File: src/rtl/traffic_phase_arbiter_if.sv
// Request inputs and light/grant outputs of the intersection phase arbiter.
interface traffic_phase_arbiter_if;
    logic [3:0] req;
    logic [3:0] emg_req;
    logic [1:0] n_light;
    logic [1:0] e_light;
    logic [1:0] s_light;
    logic [1:0] w_light;
    logic [1:0] grant_dir;
    logic       grant_valid;
    logic       emg_active;

    // Requesting side: sensors and emergency preemption drive req/emg_req.
    modport master (
        output req, emg_req,
        input  n_light, e_light, s_light, w_light, grant_dir, grant_valid, emg_active
    );

    // Arbiter side.
    modport slave (
        input  req, emg_req,
        output n_light, e_light, s_light, w_light, grant_dir, grant_valid, emg_active
    );
endinterface

File: src/rtl/traffic_phase_arbiter.sv
// Demand-actuated GREEN/YELLOW/ALL_RED phase scheduler for a four-way intersection.
module traffic_phase_arbiter #(
    parameter int unsigned TICKS_PER_SEC = 50_000_000,
    parameter int unsigned GREEN_MIN_S   = 5,
    parameter int unsigned GREEN_MAX_S   = 15,
    parameter int unsigned YELLOW_S      = 2,
    parameter int unsigned ALL_RED_S     = 1
) (
    input  logic                    clk,
    input  logic                    reset_n,
    traffic_phase_arbiter_if.slave  bus
);
    localparam int unsigned PRESC_W = (TICKS_PER_SEC > 1) ? $clog2(TICKS_PER_SEC) : 1;
    localparam logic [PRESC_W-1:0] PRESC_MAX = PRESC_W'(TICKS_PER_SEC - 1);
    localparam logic [7:0] GREEN_MIN = 8'(GREEN_MIN_S);
    localparam logic [7:0] GREEN_MAX = 8'(GREEN_MAX_S);
    localparam logic [7:0] YELLOW_T  = 8'(YELLOW_S);
    localparam logic [7:0] ALL_RED_T = 8'(ALL_RED_S);
    localparam logic [1:0] LIGHT_YELLOW = 2'b01;
    localparam logic [1:0] LIGHT_GREEN  = 2'b10;

    typedef enum logic [1:0] {
        S_ALL_RED = 2'b00,
        S_GREEN   = 2'b01,
        S_YELLOW  = 2'b10
    } state_e;

    state_e             state_q, state_d;
    logic [PRESC_W-1:0] presc_q, presc_d;
    logic [7:0]         sec_q, sec_d;
    logic [1:0]         grant_dir_q, grant_dir_d;
    logic [1:0]         last_grant_q, last_grant_d;
    logic               emg_active_q, emg_active_d;
    logic               grant_valid_q, grant_valid_d;
    logic [7:0]         lights_q, lights_d;

    logic               tick;
    logic [7:0]         sec_inc;
    logic [7:0]         elapsed;
    logic [3:0]         grant_mask;
    logic               others_pending;
    logic               emg_other;
    logic [1:0]         emg_pick;
    logic [1:0]         rr_pick;
    logic [1:0]         rr_idx;

    // Seconds elapsed in the current state, counting a tick that lands this cycle.
    always_comb begin
        tick    = (presc_q == PRESC_MAX);
        sec_inc = (sec_q == 8'hFF) ? sec_q : sec_q + 8'd1;
        elapsed = tick ? sec_inc : sec_q;
    end

    // Demand seen on approaches other than the current grant.
    always_comb begin
        grant_mask     = 4'b0001 << grant_dir_q;
        others_pending = (((bus.req | bus.emg_req) & ~grant_mask) != 4'b0000);
        emg_other      = ((bus.emg_req & ~grant_mask) != 4'b0000);
    end

    // Emergency winner: lowest set index.
    always_comb begin
        emg_pick = 2'd0;
        for (int i = 3; i >= 0; i--) begin
            if (bus.emg_req[i]) emg_pick = 2'(i);
        end
    end

    // Round-robin winner: first set req starting after last_grant.
    always_comb begin
        rr_pick = 2'd0;
        rr_idx  = 2'd0;
        for (int k = 3; k >= 0; k--) begin
            rr_idx = last_grant_q + 2'd1 + 2'(k);
            if (bus.req[rr_idx]) rr_pick = rr_idx;
        end
    end

    // Next-state, grant bookkeeping, counters and registered output decode.
    always_comb begin
        state_d       = state_q;
        grant_dir_d   = grant_dir_q;
        last_grant_d  = last_grant_q;
        emg_active_d  = emg_active_q;
        presc_d       = tick ? '0 : presc_q + PRESC_W'(1);
        sec_d         = elapsed;
        lights_d      = 8'h00;
        grant_valid_d = 1'b0;

        case (state_q)
            S_ALL_RED: begin
                if (elapsed >= ALL_RED_T) begin
                    if (bus.emg_req != 4'b0000) begin
                        state_d      = S_GREEN;
                        grant_dir_d  = emg_pick;
                        last_grant_d = emg_pick;
                        emg_active_d = 1'b1;
                    end else if (bus.req != 4'b0000) begin
                        state_d      = S_GREEN;
                        grant_dir_d  = rr_pick;
                        last_grant_d = rr_pick;
                        emg_active_d = 1'b0;
                    end
                end
            end
            S_GREEN: begin
                if (bus.emg_req[grant_dir_q]) begin
                    state_d = S_GREEN;
                end else if (emg_other && !emg_active_q) begin
                    state_d = S_YELLOW;
                end else if (others_pending &&
                             ((elapsed >= GREEN_MIN && !bus.req[grant_dir_q]) ||
                              (elapsed >= GREEN_MAX))) begin
                    state_d = S_YELLOW;
                end
            end
            S_YELLOW: begin
                if (elapsed >= YELLOW_T) begin
                    state_d      = S_ALL_RED;
                    emg_active_d = 1'b0;
                end
            end
            default: begin
                state_d = S_ALL_RED;
            end
        endcase

        if (state_d != state_q) begin
            presc_d = '0;
            sec_d   = 8'd0;
        end

        if (state_d == S_GREEN) begin
            lights_d[{grant_dir_d, 1'b0} +: 2] = LIGHT_GREEN;
            grant_valid_d = 1'b1;
        end else if (state_d == S_YELLOW) begin
            lights_d[{grant_dir_d, 1'b0} +: 2] = LIGHT_YELLOW;
            grant_valid_d = 1'b1;
        end
    end

    // State, counter and output registers.
    always_ff @(posedge clk or negedge reset_n) begin
        if (!reset_n) begin
            state_q       <= S_ALL_RED;
            presc_q       <= '0;
            sec_q         <= 8'd0;
            grant_dir_q   <= 2'd0;
            last_grant_q  <= 2'd3;
            emg_active_q  <= 1'b0;
            grant_valid_q <= 1'b0;
            lights_q      <= 8'h00;
        end else begin
            state_q       <= state_d;
            presc_q       <= presc_d;
            sec_q         <= sec_d;
            grant_dir_q   <= grant_dir_d;
            last_grant_q  <= last_grant_d;
            emg_active_q  <= emg_active_d;
            grant_valid_q <= grant_valid_d;
            lights_q      <= lights_d;
        end
    end

    assign bus.n_light     = lights_q[1:0];
    assign bus.e_light     = lights_q[3:2];
    assign bus.s_light     = lights_q[5:4];
    assign bus.w_light     = lights_q[7:6];
    assign bus.grant_dir   = grant_dir_q;
    assign bus.grant_valid = grant_valid_q;
    assign bus.emg_active  = emg_active_q;
endmodule

File: src/flat_wrapper.sv
// flat-port wrapper written by rule: the top's interface ports become plain ports
module traffic_phase_arbiter_flat 
#(
    parameter int unsigned TICKS_PER_SEC = 50_000_000,
    parameter int unsigned GREEN_MIN_S   = 5,
    parameter int unsigned GREEN_MAX_S   = 15,
    parameter int unsigned YELLOW_S      = 2,
    parameter int unsigned ALL_RED_S     = 1
)
  (clk, reset_n, bus_req, bus_emg_req, bus_n_light, bus_e_light, bus_s_light, bus_w_light, bus_grant_dir, bus_grant_valid, bus_emg_active);
  traffic_phase_arbiter_if bus_i ();
  input  logic clk;
  input  logic reset_n;
  input wire logic [$bits(bus_i.req)-1:0] bus_req;
  input wire logic [$bits(bus_i.emg_req)-1:0] bus_emg_req;
  output wire logic [$bits(bus_i.n_light)-1:0] bus_n_light;
  output wire logic [$bits(bus_i.e_light)-1:0] bus_e_light;
  output wire logic [$bits(bus_i.s_light)-1:0] bus_s_light;
  output wire logic [$bits(bus_i.w_light)-1:0] bus_w_light;
  output wire logic [$bits(bus_i.grant_dir)-1:0] bus_grant_dir;
  output wire logic [$bits(bus_i.grant_valid)-1:0] bus_grant_valid;
  output wire logic [$bits(bus_i.emg_active)-1:0] bus_emg_active;
  assign bus_i.req = bus_req;
  assign bus_i.emg_req = bus_emg_req;
  assign bus_n_light = bus_i.n_light;
  assign bus_e_light = bus_i.e_light;
  assign bus_s_light = bus_i.s_light;
  assign bus_w_light = bus_i.w_light;
  assign bus_grant_dir = bus_i.grant_dir;
  assign bus_grant_valid = bus_i.grant_valid;
  assign bus_emg_active = bus_i.emg_active;
  traffic_phase_arbiter #(.TICKS_PER_SEC(TICKS_PER_SEC), .GREEN_MIN_S(GREEN_MIN_S), .GREEN_MAX_S(GREEN_MAX_S), .YELLOW_S(YELLOW_S), .ALL_RED_S(ALL_RED_S)) u_core (.clk(clk), .reset_n(reset_n), .bus(bus_i));
endmodule
File: config.mk
export PLATFORM = sky130hd
export DESIGN_NAME = traffic_phase_arbiter_flat
export DESIGN_NICKNAME = d
export VERILOG_FILES = /design/src/rtl/traffic_phase_arbiter_if.sv /design/src/rtl/traffic_phase_arbiter.sv /design/src/flat_wrapper.sv
export SDC_FILE = /design/constraint.sdc
export NUM_CORES = 1
export LEC_CHECK = 0
export CORE_MARGIN = 2
export CORE_UTILIZATION = 50
export DETAILED_ROUTE_END_ITERATION = 10
export HOLD_SLACK_MARGIN = 0.1
export PLACE_DENSITY = 0.74
export SYNTH_ARGS = -nofsm -noshare
export SYNTH_HDL_FRONTEND = slang
export SYNTH_SLANG_ARGS = --single-unit
File: constraint.sdc
create_clock -name clk -period 2.9 [get_ports clk]
set_clock_uncertainty 0.05 [all_clocks]
set_input_delay 0.725 -clock clk [delete_from_list [all_inputs] [get_ports clk]]
set_output_delay 0.725 -clock clk [all_outputs]
set_load 0.1 [all_outputs]
# After elaboration in Yosys (flattened, before gate mapping)
# Index checks and enable logic that the tools add are counted.
dict set report op_classes {
  add_sub_neg 7
  shift 4
  eq_ne 10
  n_lt_le_gt_ge 9
  muxes 48
  n_reduce_logical 15
  bitwise_logic 6
}
# cell count
set op_table {}
lappend op_table {{$mux W26} 2}
lappend op_table {{$mux W2} 21}
lappend op_table {{$mux W8} 5}
lappend op_table {{$add A26 B1 Y26 const B} 1}
lappend op_table {{$eq A26 B26 Y1 const B} 1}
lappend op_table {{$and A8 B8 Y8} 2}
lappend op_table {{$reduce_bool A4 Y1} 4}
lappend op_table {{$shiftx A2 B5 Y8 const A} 2}
lappend op_table {{$lt A2 B3 Y1 const B} 5}
lappend op_table {{$bmux W1 S2} 6}
lappend op_table {{$mux W1} 12}
lappend op_table {{$add A8 B1 Y8 const B} 1}
lappend op_table {{$and A4 B4 Y4} 2}
lappend op_table {{$eq A8 B8 Y1 const B} 1}
lappend op_table {{$ge A8 B1 Y1 const B} 1}
lappend op_table {{$ge A8 B2 Y1 const B} 1}
lappend op_table {{$ge A8 B3 Y1 const B} 1}
lappend op_table {{$ge A8 B4 Y1 const B} 1}
lappend op_table {{$shift A2 B5 Y8 const A} 1}
lappend op_table {{$pmux W2 S3} 1}
lappend op_table {{$neg A3 Y5} 1}
lappend op_table {{$add A2 B1 Y2 const B} 2}
lappend op_table {{$add A2 B2 Y2 const B} 2}
lappend op_table {{$eq A2 B1 Y1 const B} 2}
lappend op_table {{15 further kinds} 21}
dict set report word_totals {
  output_inout_bits 12
  reg_bits 50
  word_cells 107
}

# Depth between registers and ports, before layout
dict set report depth {
  ltp_word 17
  mapped_depth 13
}

# Least setup slack after synthesis
# Ideal clock, no wire load.
dict set report synth_timing {
  kind {reg-to-reg}
  from {register u_core.grant_dir_q[0] (netlist: u_core.bus.grant_dir[0])}
  to {register u_core.lights_q[2]}
  t_required_ns 2.744
  path_stages_with_launch 11
  path_slack_ns -0.672
  t_arrival_ns 3.416
  path_cell_list {dfrtp_1 > clkbuf_1 > mux4_2 > o41ai_1 > a211oi_1 > or4b_1 > and4_1 > o21ai_0 > nand2_1 > ha_1 > nor4b_1}
}
dict set report synth_via {
  elab_chain_len 13
  word_cells_on_any_way 33
  classes_between {add/sub: 1; eq/ne: 2; shift: 4; mux: 14; bitwise: 5; reduce/logical: 7}
}
# item line_no
set synth_rtl {}
lappend synth_rtl {{start: declaration} traffic_phase_arbiter.sv:31} ;# logic [1:0] grant_dir_q, grant_dir_d;
lappend synth_rtl {{start signal: assignment} traffic_phase_arbiter.sv:157} ;# grant_dir_q <= grant_dir_d;
lappend synth_rtl {{$bmux W1 S2} traffic_phase_arbiter.sv:112} ;# ((elapsed >= GREEN_MIN && !bus.req[grant_dir_q]) ||
lappend synth_rtl {{$mux W1 (not written as such)} traffic_phase_arbiter.sv:112}
lappend synth_rtl {{$logic_not A1 Y1} traffic_phase_arbiter.sv:112}
lappend synth_rtl {{$logic_and A1 B1 Y1} traffic_phase_arbiter.sv:112}
lappend synth_rtl {{$logic_or A1 B1 Y1} traffic_phase_arbiter.sv:112}
lappend synth_rtl {{$logic_and A1 B1 Y1} traffic_phase_arbiter.sv:111} ;# end else if (others_pending &&
lappend synth_rtl {{$mux W2} traffic_phase_arbiter.sv:111}
lappend synth_rtl {{$mux W2} traffic_phase_arbiter.sv:109} ;# end else if (emg_other && !emg_active_q) begin
lappend synth_rtl {{$mux W2 (*)} traffic_phase_arbiter.sv:107} ;# if (bus.emg_req[grant_dir_q]) begin
lappend synth_rtl {{$pmux W2 S3 (*)} traffic_phase_arbiter.sv:90} ;# case (state_q)
lappend synth_rtl {{via u_core.state_d[0]} traffic_phase_arbiter.sv:28} ;# state_e state_q, state_d;
lappend synth_rtl {{$eq A2 B2 Y1} traffic_phase_arbiter.sv:136} ;# end else if (state_d == S_YELLOW) begin
lappend synth_rtl {{$mux W8} traffic_phase_arbiter.sv:136}
lappend synth_rtl {{$mux W8 (*)} traffic_phase_arbiter.sv:133} ;# if (state_d == S_GREEN) begin
lappend synth_rtl {{via u_core.lights_d[2]} traffic_phase_arbiter.sv:35} ;# logic [7:0] lights_q, lights_d;
lappend synth_rtl {{end signal: assignment} traffic_phase_arbiter.sv:161} ;# lights_q <= lights_d;
lappend synth_rtl {{end: declaration} traffic_phase_arbiter.sv:35}
# The timed path passes the listed nets; every way through them passes the cells marked *. The select of a mux whose other input is x is not followed.
# A chain may end at the register's enable or synchronous reset.

# Worst setup path after layout
dict set report layout_timing {
  from {register u_core.presc_q[19]}
  to {register u_core.lights_q[0]}
}
dict set report layout_via {
  elab_chain_len 13
  word_cells_on_any_way 27
  classes_between {add/sub: 1; order compare: 4; eq/ne: 3; shift: 3; mux: 11; bitwise: 2; reduce/logical: 3}
}
# item line_no
set layout_rtl {}
lappend layout_rtl {{start: declaration} traffic_phase_arbiter.sv:29} ;# logic [PRESC_W-1:0] presc_q, presc_d;
lappend layout_rtl {{start signal: assignment} traffic_phase_arbiter.sv:155} ;# presc_q <= presc_d;
lappend layout_rtl {{$eq A26 B26 Y1 (*)} traffic_phase_arbiter.sv:49} ;# tick = (presc_q == PRESC_MAX);
lappend layout_rtl {{$mux W8 (*)} traffic_phase_arbiter.sv:51} ;# elapsed = tick ? sec_inc : sec_q;
lappend layout_rtl {{$ge A8 B3 Y1} traffic_phase_arbiter.sv:112}
lappend layout_rtl {{$logic_and A1 B1 Y1} traffic_phase_arbiter.sv:112}
lappend layout_rtl {{$logic_or A1 B1 Y1} traffic_phase_arbiter.sv:112}
lappend layout_rtl {{$logic_and A1 B1 Y1} traffic_phase_arbiter.sv:111}
lappend layout_rtl {{$mux W2} traffic_phase_arbiter.sv:111}
lappend layout_rtl {{$mux W2} traffic_phase_arbiter.sv:109}
lappend layout_rtl {{$mux W2} traffic_phase_arbiter.sv:107}
lappend layout_rtl {{$pmux W2 S3 (*)} traffic_phase_arbiter.sv:90}
lappend layout_rtl {{via u_core.state_d[0]} traffic_phase_arbiter.sv:28}
lappend layout_rtl {{$eq A2 B2 Y1} traffic_phase_arbiter.sv:136}
lappend layout_rtl {{$mux W8} traffic_phase_arbiter.sv:136}
lappend layout_rtl {{$mux W8 (*)} traffic_phase_arbiter.sv:133}
lappend layout_rtl {{via u_core.lights_d[0]} traffic_phase_arbiter.sv:35}
# The timed path passes the listed nets; every way through them passes the cells marked *.

==> impl_results.md <==
- TNS Setup: -5476 ps
- First-iteration detailed-routing DRC count: 205
- Worst EP required: 3090 ps
- Pwr/cell area: 290.3 nW/µm²
- Comb pwr share: 5.4%
- Yosys top cell by area: dfrtp_1
- Crit path DAT: 3360 ps
- Vias per cell: 5.788
- Cells after DPL: 509
- First-pass DRT Iterations: 4
- Final Critical Period: 3170 ps
- Total power: 1266 µW
- Final Max Tran Viols: 0
- Worst-Margin Slew: 596.5 ps
- First-pass GRT wire length: 13560 µm
- Layout Nets: 462
- Final wirelength: 8523 µm
- Part of the power in the clock network: 39.6%
- GPL Wtd Cong: 0.9587
- Via Count: 3033
- Vias in the first global route: 2884
- Initial Util: 50.87%
- Cells along the critical path: and4bb_1, and4_4, buf_4, buf_4, a21oi_1, a211oi_1, or4b_4, and4_4, o21ai_2, nand2_1, ha_2, nand3b_1, nor2_2
- Final std cells w/o fill: 524
- Share of the synthesized area in the top cell type: 37.62%
- Max Freq: 315.5 MHz
- Die Y: 83.92 µm
- PortBufs: 21
- Largest net degree at the start of global routing: 27
- IO Pins: 22
- Outcome: finished, violations left
- DRC: 0
- GRT overflow: 0
- Cell Int Power: 1002 µW
- Die Area: 7042 µm²
- CTS tree: built
- Max incr delay on CP: 500 ps
- Sequential share of the synthesized area: 39.26%
- Number of fill cells in the layout: 474
- CTS Buffer Depth: 2
- Syn avg cell area: 9.255 µm²
- Failing checks: negative setup slack
- Primary FF master, synth: dfrtp_1
- Routed Antenna Nets: 0
- Critical Path Fanout Max: 6
- Num CTS Buffers: 5
- Cells after Synth: 345
- Worst path slowest cell: or4b_4
- Critical path class: reg -> reg
- CTS Root Buffer Type: clkbuf_8
- Syn_nets: 360
- Die X: 83.92 µm
- Flop pwr share: 55.0%
- Relative slew margins: 60.23%
- Synth cell count leaders: 48 x dfrtp_1, 46 x nor2_1, 25 x nand2_1, 17 x nand3_1, 15 x xor2_1
- Hold WC Path Type: in -> async
- Share of layout cells above drive strength 1: 36.69%
- Site row count: 29
- Top cells by area, synth: dfrtp_1 38%, nor2_1 5.4%, xor2_1 4.1%
- Synthesized area: 3193 µm²
- Worst-Skew Late Latency: 310 ps
- Leakage: 0.001988 µW
- Most frequent cell after synthesis: dfrtp_1
- Avg WL per Cell: 16.27 µm
- Gr usage total: 23.75%
- Worst-path clk slew: 90 ps
- Setup violators final: 42
- Switch share: 20.85%
- Post-route clock period utilization: 109.3%
- Number of max-cap violations: 0
- Worst Setup End Kind: flip-flop
- Yosys cell types: 73
- Final Hold Vio Count: 0
- CTS hold repair buffers: 0
- Clock Sink Count: 50
- Diodes inserted: 0
- Final core utilization: 69.48%
- Ys async rst share: 100.0%
- RSZ-0062 raised after global routing: yes
- Synthesis-stage register bit count: 50
- Switching Power: 264.1 µW
- Syn-to-layout area delta: 36.60%
- H-tree depth: 2
- Setup ws final: -269.7 ps
- Post-DP Area: 4038 µm²
- Maximum VDD drop: 0.0003242 V
- Design Area, Final: 4362 µm²
- Post-synth EDFFs: 0
- Initial antenna violation count: 0
- Post-DP HPWL: 5974 µm
- Critical Path Start Type: flip-flop
- Core area: 6277 µm²
- Synth warn: 0
power groups by stage:
| stage | clock network, µW | registers, µW | logic [µW] |
|---|---|---|---|
| final | 502 | 697 | 67.9 |
| after global routing | 538 | 697 | 76.5 |
| after CTS | 512 | 697 | 67.2 |
| after detailed placement | 0 | 710 | 68.1 |
| after global placement | 0 | 710 | 67.1 |
| after floorplan | 0 | 711 | 21.6 |
timing repair:
| item | 4_1_cts | 5_1_grt |
|---|---|---|
| resized for setup | 15 | 21 |
| pin swaps | 12 | 17 |
| cloned | 0 | 1 |
| hold endpoints to repair | 0 | 0 |
| setup buffers | 3 | 4 |
| endpoints found under the setup margin | 43 | 43 |
through the flow:
stage,hold WS [ps],setup slack [ps]
6_report,364.2,-269.7
5_1_grt,409.5,-368.8
4_1_cts,372.4,-268.1
3_5_place_dp,482.6,-643.1
3_3_place_gp,481.8,-561.0
2_1_floorplan,379.4,-146.2
cells in the final DEF (no fill, tap or decap), types with 3 or more instances in the layout:
cell             instances
a211oi_1                 3
a21oi_1                 12
a31oi_1                  3
and2_1                   5
and3_1                   8
and4_1                   3
and4_4                   3
buf_4                   93
clkbuf_8                 6
clkdlybuf4s50_1          4
dfrtp_1                 46
dlygate4sd2_1            4
inv_1                    7
mux2i_1                  3
nand2_1                 23
nand2b_1                 4
nand3_1                 17
nand4_1                  9
nor2_1                  44
nor2_2                  12
nor2b_1                  8
nor3_1                   9
nor4_1                   6
o21ai_0                  8
xnor2_1                 10
xor2_1                  15
layer usage:
metal	vias to the layer above	part of all wire, %	GRT usage (%)
met4	0	1.4	7.918
met1	1490	42	31.48
met2	75	52	40.44
li1	1452	-	-
met5	-	0	0
met3	16	4.2	2.868
state kept, by name, summed over array words and instances (netlist names):
signal,count
u_core.presc_q,26
u_core.lights_q,8
u_core.sec_q,8
u_core.bus.grant_dir,2
u_core.last_grant_q,2
u_core.state_q,2
u_core.bus.emg_active,1
u_core.bus.grant_valid,1
cell families after synthesis:
group,after synthesis,synth area share (%)
mux,7,3.135
compound gates,61,14.42
simple gates,176,31.31
fa+ha+maj,5,1.959
buf+inv,21,3.056
xor+xnor,25,6.857
flops,50,39.26
critical path: cells and delay by family, from the launching register on:
family                     cells  cell delay (ps)
and+or+nand+nor                7             1700
buffers and inverters          2              280
DFF                            1              390
AOI/OAI and AO/OA              3              440
adders and majority gates      1              230
layout make-up:
| class | count | area, µm² | share of cell area [%] |
|---|---|---|---|
| inverter | 9 | 33.78 | 0.7745 |
| clock buffer | 6 | 82.58 | 1.893 |
| tap | 77 | 96.34 | 2.209 |
| timing repair buffer | 107 | 865.8 | 19.85 |
| multi-input combinational | 274 | 1992 | 45.67 |
| clock inverter | 1 | 30.03 | 0.6885 |
| sequential | 50 | 1261 | 28.92 |
worst paths after layout:
path / startpoint / endpoint / slack (ps) / cells after the start
max in group asynchronous: reset_n / u_core.last_grant_q[0]$_DFFE_PN1P_ / 1700 / 2
min in group clk: u_core.last_grant_q[0]$_DFFE_PN1P_ / u_core.last_grant_q[0]$_DFFE_PN1P_ / 510 / 2
min reg2reg: u_core.last_grant_q[0]$_DFFE_PN1P_ / u_core.last_grant_q[0]$_DFFE_PN1P_ / 510 / 2
max reg2reg: u_core.presc_q[19]$_DFF_PN0_ / u_core.lights_q[0]$_DFF_PN0_ / -270 / 13
max: u_core.presc_q[19]$_DFF_PN0_ / u_core.lights_q[0]$_DFF_PN0_ / -270 / 13
min: reset_n / u_core.presc_q[15]$_DFF_PN0_ / 360 / 1
(Power assumes the default switching activity.)
